<file path="src/rtl/mem_access_stage_if.sv">
`default_nettype none
// ============================================================================
// Module      : mem_access_stage_if
// Description : Data-memory request/acknowledge bus between the MIPS memory
//               stage (master) and the data memory (slave).
//               dmem_req   - access request, held until dmem_ack
//               dmem_we    - 1 = write, 0 = read
//               dmem_addr  - word-aligned byte address
//               dmem_wdata - store data
//               dmem_be    - byte enables
//               dmem_rdata - load data, valid with dmem_ack
//               dmem_ack   - access complete
// Revision    : 1.0 - initial release
// ============================================================================
interface mem_access_stage_if;
   logic        dmem_req;
   logic        dmem_we;
   logic [31:0] dmem_addr;
   logic [31:0] dmem_wdata;
   logic [3:0]  dmem_be;
   logic [31:0] dmem_rdata;
   logic        dmem_ack;

   modport master (
      output dmem_req, dmem_we, dmem_addr, dmem_wdata, dmem_be,
      input  dmem_rdata, dmem_ack
   );

   modport slave (
      input  dmem_req, dmem_we, dmem_addr, dmem_wdata, dmem_be,
      output dmem_rdata, dmem_ack
   );
endinterface
`default_nettype wire

</file>
<file path="src/rtl/mem_access_stage.sv">
`default_nettype none
// ============================================================================
// Module      : mem_access_stage
// Description : MEM stage of the 5-stage MIPS pipeline. Resolves branch/jump
//               redirects, runs data-memory accesses over a req/ack bus with
//               a timeout, and registers results into MEM/WB. All state
//               updates on the falling edge of clk.
// Ports       : clk, Reset         - clock (negedge active), sync reset
//               *_in               - EX/MEM register fields
//               dmem               - data-memory bus (master side)
//               stall_out          - hold upstream while access outstanding
//               Redirect_out       - one-cycle PC load pulse
//               PC_target_out      - redirect target
//               Result_out, RegWr_out, Rd_out, Rd_write_by_en_out - MEM/WB
//               Bus_error_out      - sticky timeout flag
// Revision    : 1.0 - initial release
// ============================================================================
module mem_access_stage #(
   parameter int TIMEOUT = 16
) (
   input  logic        clk,
   input  logic        Reset,
   input  logic [31:0] PC_Branch_in,
   input  logic [31:0] PC_Jump_in,
   input  logic [31:0] ALUShift_out_in,
   input  logic [31:0] MemData_in,
   input  logic [3:0]  StoreBE_in,
   input  logic [3:0]  Rd_write_by_en_in,
   input  logic        MemRead_in,
   input  logic        MemWrite_in,
   input  logic        Jump_in,
   input  logic        Less_in,
   input  logic        Zero_in,
   input  logic        Overflow_in,
   input  logic        RegWr_in,
   input  logic [2:0]  Condition_in,
   input  logic [4:0]  Rd_in,
   mem_access_stage_if.master dmem,
   output logic        stall_out,
   output logic        Redirect_out,
   output logic [31:0] PC_target_out,
   output logic [31:0] Result_out,
   output logic        RegWr_out,
   output logic [4:0]  Rd_out,
   output logic [3:0]  Rd_write_by_en_out,
   output logic        Bus_error_out
);

   localparam logic [0:0] c_IDLE     = 1'b0;
   localparam logic [0:0] c_WAIT     = 1'b1;
   localparam logic [7:0] c_CNT_LAST = 8'(TIMEOUT - 1);

   logic [0:0]  r_state;
   logic [0:0]  w_state_nxt;
   logic [7:0]  r_cnt;

   // Access captured on entry to WAIT
   logic [31:0] r_addr;      // full ALU value: address, and result of a store
   logic [31:0] r_wdata;
   logic [3:0]  r_be;
   logic        r_we;
   logic        r_load;
   logic [4:0]  r_rd;
   logic        r_regwr;
   logic [3:0]  r_rdwe;

   logic        w_taken;
   logic        w_redirect;
   logic [31:0] w_target;
   logic        w_mem_op;
   logic        w_is_load;
   logic        w_regwr;
   logic [3:0]  w_be_in;
   logic        w_ack;
   logic        w_timeout;
   logic        w_go_wait;

   // ------------------------------------------------------------------------
   // Branch resolution
   // ------------------------------------------------------------------------
   always_comb begin
      w_taken = 1'b0;
      case (Condition_in)
         3'b001:  w_taken = Zero_in;
         3'b010:  w_taken = ~Zero_in;
         3'b011:  w_taken = Less_in | Zero_in;
         3'b100:  w_taken = ~Less_in & ~Zero_in;
         3'b101:  w_taken = Less_in;
         3'b110:  w_taken = ~Less_in;
         default: w_taken = 1'b0;
      endcase
   end

   assign w_redirect = Jump_in | w_taken;
   assign w_target   = Jump_in ? PC_Jump_in : PC_Branch_in;

   // A simultaneous read+write is a write, so a load needs MemWrite_in low
   assign w_mem_op  = MemRead_in | MemWrite_in;
   assign w_is_load = MemRead_in & ~MemWrite_in;
   assign w_regwr   = RegWr_in & ~Overflow_in;
   assign w_be_in   = MemWrite_in ? StoreBE_in : 4'b1111;
   assign w_ack     = dmem.dmem_ack;
   assign w_timeout = (r_cnt == c_CNT_LAST) & ~w_ack;
   assign w_go_wait = w_mem_op & ~w_ack;

   // ------------------------------------------------------------------------
   // FSM: state register
   // ------------------------------------------------------------------------
   always_ff @(negedge clk) begin
      if (Reset) r_state <= c_IDLE;
      else       r_state <= w_state_nxt;
   end

   // ------------------------------------------------------------------------
   // FSM: next state
   // ------------------------------------------------------------------------
   always_comb begin
      w_state_nxt = r_state;
      case (r_state)
         c_IDLE:  if (w_go_wait)           w_state_nxt = c_WAIT;
         c_WAIT:  if (w_ack || w_timeout)  w_state_nxt = c_IDLE;
         default:                          w_state_nxt = c_IDLE;
      endcase
   end

   // ------------------------------------------------------------------------
   // FSM: outputs. IDLE drives the bus straight from EX/MEM so a zero-wait
   // memory completes without a stall; WAIT drives from captured registers
   // so the bus stays stable whatever upstream presents.
   // ------------------------------------------------------------------------
   always_comb begin
      dmem.dmem_req   = 1'b0;
      dmem.dmem_we    = 1'b0;
      dmem.dmem_addr  = {ALUShift_out_in[31:2], 2'b00};
      dmem.dmem_wdata = MemData_in;
      dmem.dmem_be    = w_be_in;
      stall_out       = 1'b0;
      case (r_state)
         c_IDLE: begin
            dmem.dmem_req = w_mem_op;
            dmem.dmem_we  = MemWrite_in;
            stall_out     = w_go_wait;
         end
         c_WAIT: begin
            dmem.dmem_req   = 1'b1;
            dmem.dmem_we    = r_we;
            dmem.dmem_addr  = {r_addr[31:2], 2'b00};
            dmem.dmem_wdata = r_wdata;
            dmem.dmem_be    = r_be;
            stall_out       = ~w_ack;
         end
         default: ;
      endcase
   end

   // ------------------------------------------------------------------------
   // MEM/WB register, capture registers and timeout counter
   // ------------------------------------------------------------------------
   always_ff @(negedge clk) begin
      if (Reset) begin
         r_cnt              <= 8'd0;
         r_addr             <= 32'd0;
         r_wdata            <= 32'd0;
         r_be               <= 4'd0;
         r_we               <= 1'b0;
         r_load             <= 1'b0;
         r_rd               <= 5'd0;
         r_regwr            <= 1'b0;
         r_rdwe             <= 4'd0;
         Result_out         <= 32'd0;
         RegWr_out          <= 1'b0;
         Rd_out             <= 5'd0;
         Rd_write_by_en_out <= 4'd0;
         Redirect_out       <= 1'b0;
         PC_target_out      <= 32'd0;
         Bus_error_out      <= 1'b0;
      end else begin
         case (r_state)
            c_IDLE: begin
               r_cnt <= 8'd0;
               if (w_go_wait) begin
                  r_addr       <= ALUShift_out_in;
                  r_wdata      <= MemData_in;
                  r_be         <= w_be_in;
                  r_we         <= MemWrite_in;
                  r_load       <= w_is_load;
                  r_rd         <= Rd_in;
                  r_regwr      <= w_regwr;
                  r_rdwe       <= Rd_write_by_en_in;
                  RegWr_out    <= 1'b0;
                  Redirect_out <= 1'b0;
               end else begin
                  // w_is_load implies a mem op, which here has its ack
                  Result_out         <= w_is_load ? dmem.dmem_rdata : ALUShift_out_in;
                  RegWr_out          <= w_regwr;
                  Rd_out             <= Rd_in;
                  Rd_write_by_en_out <= Rd_write_by_en_in;
                  Redirect_out       <= w_redirect;
                  if (w_redirect) PC_target_out <= w_target;
               end
            end
            c_WAIT: begin
               Redirect_out <= 1'b0;
               if (w_ack) begin
                  Result_out         <= r_load ? dmem.dmem_rdata : r_addr;
                  RegWr_out          <= r_regwr;
                  Rd_out             <= r_rd;
                  Rd_write_by_en_out <= r_rdwe;
                  r_cnt              <= 8'd0;
               end else if (w_timeout) begin
                  RegWr_out     <= 1'b0;
                  Bus_error_out <= 1'b1;
                  r_cnt         <= 8'd0;
               end else begin
                  RegWr_out <= 1'b0;
                  r_cnt     <= r_cnt + 8'd1;
               end
            end
            default: ;
         endcase
      end
   end

endmodule
`default_nettype wire

</file>
<file path="src/flat_wrapper.sv">
// flat-port wrapper written by rule: the top's interface ports become plain ports
module mem_access_stage_flat 
#(
   parameter int TIMEOUT = 16
)
  (clk, Reset, PC_Branch_in, PC_Jump_in, ALUShift_out_in, MemData_in, StoreBE_in, Rd_write_by_en_in, MemRead_in, MemWrite_in, Jump_in, Less_in, Zero_in, Overflow_in, RegWr_in, Condition_in, Rd_in, stall_out, Redirect_out, PC_target_out, Result_out, RegWr_out, Rd_out, Rd_write_by_en_out, Bus_error_out, dmem_dmem_req, dmem_dmem_we, dmem_dmem_addr, dmem_dmem_wdata, dmem_dmem_be, dmem_dmem_rdata, dmem_dmem_ack);
  mem_access_stage_if dmem_i ();
  input  logic clk;
  input  logic Reset;
  input  logic [31:0] PC_Branch_in;
  input  logic [31:0] PC_Jump_in;
  input  logic [31:0] ALUShift_out_in;
  input  logic [31:0] MemData_in;
  input  logic [3:0] StoreBE_in;
  input  logic [3:0] Rd_write_by_en_in;
  input  logic MemRead_in;
  input  logic MemWrite_in;
  input  logic Jump_in;
  input  logic Less_in;
  input  logic Zero_in;
  input  logic Overflow_in;
  input  logic RegWr_in;
  input  logic [2:0] Condition_in;
  input  logic [4:0] Rd_in;
  output logic stall_out;
  output logic Redirect_out;
  output logic [31:0] PC_target_out;
  output logic [31:0] Result_out;
  output logic RegWr_out;
  output logic [4:0] Rd_out;
  output logic [3:0] Rd_write_by_en_out;
  output logic Bus_error_out;
  output wire logic [$bits(dmem_i.dmem_req)-1:0] dmem_dmem_req;
  output wire logic [$bits(dmem_i.dmem_we)-1:0] dmem_dmem_we;
  output wire logic [$bits(dmem_i.dmem_addr)-1:0] dmem_dmem_addr;
  output wire logic [$bits(dmem_i.dmem_wdata)-1:0] dmem_dmem_wdata;
  output wire logic [$bits(dmem_i.dmem_be)-1:0] dmem_dmem_be;
  input wire logic [$bits(dmem_i.dmem_rdata)-1:0] dmem_dmem_rdata;
  input wire logic [$bits(dmem_i.dmem_ack)-1:0] dmem_dmem_ack;
  assign dmem_dmem_req = dmem_i.dmem_req;
  assign dmem_dmem_we = dmem_i.dmem_we;
  assign dmem_dmem_addr = dmem_i.dmem_addr;
  assign dmem_dmem_wdata = dmem_i.dmem_wdata;
  assign dmem_dmem_be = dmem_i.dmem_be;
  assign dmem_i.dmem_rdata = dmem_dmem_rdata;
  assign dmem_i.dmem_ack = dmem_dmem_ack;
  mem_access_stage #(.TIMEOUT(TIMEOUT)) u_core (.clk(clk), .Reset(Reset), .PC_Branch_in(PC_Branch_in), .PC_Jump_in(PC_Jump_in), .ALUShift_out_in(ALUShift_out_in), .MemData_in(MemData_in), .StoreBE_in(StoreBE_in), .Rd_write_by_en_in(Rd_write_by_en_in), .MemRead_in(MemRead_in), .MemWrite_in(MemWrite_in), .Jump_in(Jump_in), .Less_in(Less_in), .Zero_in(Zero_in), .Overflow_in(Overflow_in), .RegWr_in(RegWr_in), .Condition_in(Condition_in), .Rd_in(Rd_in), .dmem(dmem_i), .stall_out(stall_out), .Redirect_out(Redirect_out), .PC_target_out(PC_target_out), .Result_out(Result_out), .RegWr_out(RegWr_out), .Rd_out(Rd_out), .Rd_write_by_en_out(Rd_write_by_en_out), .Bus_error_out(Bus_error_out));
endmodule
</file>
<file path="config.mk">
export PLATFORM = sky130hd
export DESIGN_NAME = mem_access_stage_flat
export DESIGN_NICKNAME = d
export VERILOG_FILES = /design/src/rtl/mem_access_stage_if.sv /design/src/rtl/mem_access_stage.sv /design/src/flat_wrapper.sv
export SDC_FILE = /design/constraint.sdc
export NUM_CORES = 1
export LEC_CHECK = 0
export BUFFER_PORTS_ARGS = -buffer_cell sky130_fd_sc_hd__buf_2
export CAP_MARGIN = 40
export CORE_AREA = 10 10 149 151
export CTS_CLUSTER_DIAMETER = 30
export DETAILED_ROUTE_END_ITERATION = 7
export DIE_AREA = 0 0 159 161
export MAX_ROUTING_LAYER = met4
export PLACE_DENSITY_LB_ADDON = 0.08
export RECOVER_POWER = 25
export SYNTH_ARGS = -nofsm -noshare
export SYNTH_HDL_FRONTEND = slang
export SYNTH_SLANG_ARGS = --single-unit
</file>
<file path="constraint.sdc">
create_clock -name clk -period 1.7 [get_ports clk]
set_input_delay 0.085 -clock clk [delete_from_list [all_inputs] [get_ports clk]]
set_output_delay 0.085 -clock clk [all_outputs]
set_load 0.03 [all_outputs]
</file>
==> results.md, run 1 <==
* Yosys top cell by area: dfxtp_1
* Synthesis Warnings at 0
* Antenna violations before repair at 5
* Post-synth cell types at 39
* Pleak at 7.46 nW
* Max FO, Critical Path at 12
* Pwr dens at 917 nW/um^2
* Failing checks: negative setup slack
* Status: finished, violations left
* IO Pins at 333
* Remaining DRCs at 0
* Routed WL per cell at 17.5 um
* Detail Placement HPWL at 20.7 mm
* Width of the chip at 159 um
* Hold buffers post-CTS at 0
* Mean number of vias per cell at 4.94
* Initial core utilization at 0.432
* Final Hold Violating Endpoints at 0
* Maximum vdd drop at 0.698 mV
* First-pass GRT wire length at 49.6 mm
* Final core utilization at 0.790
* Die height at 161 um
* Mapped Cells at 960
* Clock Skew at 0.0293 ns
* Via count at 9206
* Mean Syn Cell Area at 8.63 sq um
* Core Area at 19200 sq um
* Num rows at 51
* Port bufs at 330
* P&R area growth vs syn at 82.9%
* GR Overflow Total at 0
* CTS tree: yes
* Initial DRC count at 366
* Worst slew pin tran at 0.520 ns
* Synthesized area at 8290 sq um
* Clock Sink Count at 165
* MaxCap Viol Count at 0
* Root Buffer: clkbuf_16
* Setup repair after global routing missed its margin: true
* Die ar. at 25600 sq um
* Dpl cells at 1590
* Ys async rst share at 0
* Detailed Route WL at 32.7 mm
* Clock Pin Slew Worst Setup and Hold Paths at 0.03 ns
* Slew Limit Fails at 0
* Leading post-synthesis cells by cell area: dfxtp_1 (40%), mux2_2 (17%), nand2_1 (9.8%), mux2i_1 (8.8%), a21oi_1 (6.8%)
* Hold Crit Class: register to register
* Register bit total from synthesis at 165
* Worst Path Required at 1.62 ns
* Number of global-route vias before repair at 9847
* Worst setup SP type: register
* Fin worst setup slack at -0.853 ns
* Total track usage at 0.244
* DRT Pass-1 Iters at 5
* H-tree levels at 4
* DRT antenna net count at 0
* WHS at 0.451 ns
* Final GP Congestion at 0.816
* Setup violations, final at 242
* Top_reg_cell synth: dfxtp_1
* Pin count of the biggest net entering global routing at 44
* Slew Limit Headroom at 0.654
* Sequential area share after synthesis at 0.398
* Skew-Pair Late Insertion Delay at 0.47 ns
* EDFF count, synth at 0
* Clk buf depth at 2
* Share of layout cells above drive strength 1 at 0.494
* Yosys top cell area share at 0.398
* Num CTS Buffers at 17
* Final Non-Filler Cells at 1862
* Crit. End Element: primary output
* CP arrival at 2.47 ns
* Nets at 1766
* CP Class: register to primary output
==> where the power goes <==
group          internal [mW]  switching [mW]
clock network           2.58            2.80
registers               4.21           0.188
logic                   2.15            1.97
==> per-stage QoR <==
step / instance area (sq um) / worst slack (ns) / setup TNS, ns / power [mW]
global placement: 11700 / -0.965 / -117.10 / 8.05
floorplan: 9260 / -0.861 / -60.49 / 7.07
finish: 15200 / -0.853 / -94.20 / 13.9
global route: 15200 / -0.883 / -103.64 / 14.8
detailed placement: 11700 / -0.992 / -120.11 / 8.08
CTS: 14900 / -0.849 / -90.24 / 13.9
==> registers in the layout, indices dropped and copies added (netlist names) <==
register                   count
u_core.r_state                 1
u_core.r_rdwe                  4
u_core.r_wdata                32
u_core.Rd_out                  5
u_core.r_be                    4
u_core.Redirect_out            1
u_core.RegWr_out               1
u_core.Bus_error_out           1
u_core.r_rd                    5
u_core.r_addr                 32
u_core.r_load                  1
u_core.r_regwr                 1
u_core.Rd_write_by_en_out      4
u_core.r_we                    1
u_core.Result_out             32
u_core.PC_target_out          32
u_core.r_cnt                   8
==> cells by family after synthesis <==
logic type / synth area share
simple gates: 0.171
compound gates: 0.119
mux: 0.261
other cells: 0.000452
fa+ha+maj: 0.00151
xor+xnor: 0.00423
flops: 0.398
buf+inv: 0.0445
==> final timing paths <==
kind | startpoint | endpoint | slack [ns] | cells past startpoint
setup / recovery | u_core.r_state | dmem_dmem_wdata[5] | -0.85 | 4
hold / removal | u_core.r_wdata[7] | u_core.r_wdata[7] | 0.45 | 2
setup reg to reg | u_core.r_state | u_core.PC_target_out[7] | -0.29 | 9
hold reg to reg | u_core.r_wdata[7] | u_core.r_wdata[7] | 0.45 | 2
==> cells in the mapped netlist, types with 2 or more instances <==
master	number
buf_1	14
buf_4	2
o211ai_1	32
xnor2_1	3
nand2_1	216
nand3_1	2
nor3_1	4
clkbuf_1	61
nand2b_1	3
mux2i_1	73
o21ai_0	3
a21oi_1	113
buf_6	3
inv_1	9
nor3b_1	9
mux2_2	126
nor2_1	54
dfxtp_1	165
a211oi_1	15
nor2b_1	34
==> metal layers <==
| layer | track usage | share of wire |
|---|---|---|
| met5 | - | 0 |
| met4 | 0.0952 | 0.013 |
| met3 | 0.100 | 0.063 |
| met2 | 0.423 | 0.53 |
| met1 | 0.242 | 0.39 |
==> area by class of cell <==
class                           count  area (sq um)
Multi-Input combinational cell    706          5330
Timing Repair Buffer              516          4850
Fill cell                        1303          4040
Sequential cell                   165          3410
Clock inverter                    180           771
Clock buffer                       17           425
Tap cell                          265           332
Inverter                            8          35.0
Antenna cell                        5          12.5
==> timing repair <==
item,in CTS,in global routing
endpoints found under the setup margin,221,239
pin swaps,22,5
gates cloned,16,4
resized for setup,435,34
buffers inserted,37,16
==> critical path: stages (launching register included) <==
cell     delay [ns]
dfxtp_4        0.38
buf_4          0.15
buf_12         0.16
mux2_4         0.31
buf_4          0.17
==> cell usage in the layout, fill, tap and decap left out, types with 2 or more instances in the layout <==
master        n
inv_8         2
o211ai_1     32
buf_6       152
nand2b_1      3
a211oi_2     12
nor2b_1      33
buf_2       177
inv_1       172
nor2_1       50
nor3_4        2
mux2_4      127
a21oi_4       3
clkinv_8      2
nand3_1       2
a21oi_1     109
inv_4         2
buf_8         9
clkbuf_16    19
xnor2_1       3
a211oi_1      2
mux2i_1      73
nor3_1        2
inv_6         4
nor3b_4       4
nor2_2        3
conb_1        2
nor3b_2       4
buf_16       16
buf_12       31
nand2_1     216
dfxtp_4       4
dfxtp_2      74
clkbuf_1      4
bufbuf_16     2
dfxtp_1      87
buf_4       123
diode_2       5
clkinvlp_2    3
No activity file was read; power rests on OpenSTA's default activity.
==> inputs of run 2 (changes only) <==
--- a/config.mk
+++ b/config.mk
@@ -12,7 +12,7 @@
 export DETAILED_ROUTE_END_ITERATION = 7
 export DIE_AREA = 0 0 159 161
 export MAX_ROUTING_LAYER = met4
-export PLACE_DENSITY_LB_ADDON = 0.08
+export PLACE_DENSITY = 0.71
 export RECOVER_POWER = 25
 export SYNTH_ARGS = -nofsm -noshare
 export SYNTH_HDL_FRONTEND = slang
==> run 2 against run 1 <==
The flow still finishes with violations (negative setup slack). Sequential share of layout area rose by 0.48 points. Hold slack got worse by 0.0044 ns. Count of clock-buffer cells in the layout did not move. Non-clock buffer count fell by 24. First-iteration DRC count rose by 26%. Via count rose by 4.3%. Sequential power barely moved. Critical path type unchanged. Largest cell class unchanged. Largest power group unchanged. Highest routed layer unchanged.
==> results.md, run 2 (synthesis results as in run 1) <==
* P&R area growth vs syn at 78.7%
* Commonest cells after routing, fill and taps aside: nand2_1 (215), buf_2 (180), inv_1 (171)
* Mean number of vias per cell at 5.22
* Hold path depth at 1
* Placed Area at 11500 sq um
* Worst reg2reg endpoint: u_core.Result_out[31]
* Detail Placement HPWL at 21.5 mm
* Clk buf depth at 2
* Total track usage at 0.253
* Pwr dens at 955 nW/um^2
* Num CTS Buffers at 17
* MaxCap Viol Count at 0
* GR Overflow Total at 0
* Pin count of the biggest net entering global routing at 45
* Failing checks: negative setup slack
* Width of the chip at 159 um
* R2R depth at 11
* Slew Limit Headroom at 0.662
* Hold Crit Class: register to register
* Slew Limit Fails at 0
* H-tree levels at 4
* Finished Cell Area at 14800 sq um
* CP arrival at 2.52 ns
* Final GP Congestion at 0.812
* WHS at 0.447 ns
* R2R Path Start: u_core.r_state
* Power Internal at 8.80 mW
* Die height at 161 um
* Clock Skew at 0.0463 ns
* DRT Pass-1 Iters at 5
* Share of power burned in registers at 0.311
* Combinational share of power at 0.286
* Power, Total at 14.1 mW
* Die ar. at 25600 sq um
* Fraction of power consumed by the clock network at 0.403
* IO Pins at 333
* Clock Pin Slew Worst Setup and Hold Paths at 0.03 ns
* Pleak at 7.31 nW
* Number of global-route vias before repair at 10130
* Switching share of power at 0.378
* Final core utilization at 0.771
* Crit path to: dmem_dmem_wdata[23]
* DRT antenna net count at 0
* Initial core utilization at 0.432
* Skew-Pair Late Insertion Delay at 0.50 ns
* Crit-path max cell delay at 0.40 ns
* Status: finished, violations left
* CP Launch Point: u_core.r_state
* Final Hold Violating Endpoints at 0
* Psw at 5.35 mW
* Remaining DRCs at 0
* Routed WL per cell at 19.0 um
* Worst Path Required at 1.62 ns
* Commonest non-fill, non-tap cell in the layout: nand2_1
* Reg2Reg Setup Slack at -0.27 ns
* Maximum vdd drop at 0.664 mV
* Crit. End Element: primary output
* Initial DRC count at 461
* Port bufs at 330
* Setup repair after global routing missed its margin: true
* Via count at 9600
* Worst setup SP type: register
* Worst slew pin tran at 0.507 ns
* Detailed Route WL at 34.9 mm
* Clock Sink Count at 165
* Antenna violations before repair at 7
* Setup violations, final at 240
* Share of layout cells above drive strength 1 at 0.488
* Root Buffer: clkbuf_16
* Setup TNS Final at -104.54 ns
* Worst-path cell chain: buf_8 -> buf_12 -> mux2_4 -> buf_2
* Nets at 1743
* CTS tree: yes
* First-pass GRT wire length at 51.5 mm
* Core Area at 19200 sq um
* CP Class: register to primary output
* Fin worst setup slack at -0.901 ns
* Critical Path Slowest Stage Cell: dfxtp_4
* Max FO, Critical Path at 9
* Num rows at 51
==> run 2: cell count changes in the layout (fill, tap and decap cells not counted), sizes merged <==
cell      change
inv           +3
diode         +1
clkinvlp      -3
bufinv        -1
clkinv        +2
buf          -24
==> run 2: area by class of cell <==
cell class,count,area [sq um]
Multi-Input combinational cell,706,5310
Timing Repair Buffer,492,4460
Fill cell,1181,4390
Sequential cell,165,3400
Clock inverter,180,808
Clock buffer,17,425
Tap cell,265,332
Inverter,8,42.5
Timing Repair inverter,1,16.3
Antenna cell,6,15.0
==> run 2: per-stage QoR <==
| stage | setup slack, ns | cells |
|---|---|---|
| floorplan | -0.861 | 961 |
| finish | -0.901 | 1840 |
| CTS | -0.948 | 1805 |
| global placement | -0.971 | 1579 |
| detailed placement | -1.01 | 1579 |
| global route | -0.936 | 1839 |
==> run 2: power groups by stage <==
stage | combinational [mW] | clock (mW) | sequential [mW]
after floorplan | 1.81 | 0.590 | 4.67
after global placement | 3.06 | 0.590 | 4.37
after detailed placement | 3.11 | 0.590 | 4.38
after CTS | 3.83 | 5.72 | 4.40
after global routing | 4.24 | 6.24 | 4.42
final | 4.04 | 5.70 | 4.40
==> run 2: worst min path at each step <==
stage,start,to
4_1_cts,u_core.r_cnt[0],u_core.r_cnt[0]
6_report,u_core.r_cnt[0],u_core.r_cnt[0]
3_5_place_dp,u_core.r_cnt[0],u_core.r_cnt[0]
3_3_place_gp,u_core.Result_out[8],u_core.Result_out[8]
5_1_grt,u_core.r_cnt[0],u_core.r_cnt[0]
2_1_floorplan,ALUShift_out_in[10],dmem_dmem_addr[10]
==> run 2: what timing repair did <==
action / CTS / global route
hold buffers: 0 / 0
cloned: 11 / 6
setup buffers: 20 / 26
pin swaps: 8 / 7
endpoints found under the setup margin: 256 / 221
gates resized for setup: 416 / 30
==> run 2: worst max-delay path: cells and delay by family, from the launching register on <==
kind / cells / cell delay (ns)
buf+inv: 3 / 0.49
flops: 1 / 0.40
mux: 1 / 0.31
==> run 2: layer usage <==
layer	vias to the layer above	share of wire	global-route usage
met4	0	0.029	0.115
met5	-	0	-
met1	4518	0.38	0.250
met3	74	0.079	0.0956
li1	4499	-	-
met2	509	0.52	0.438
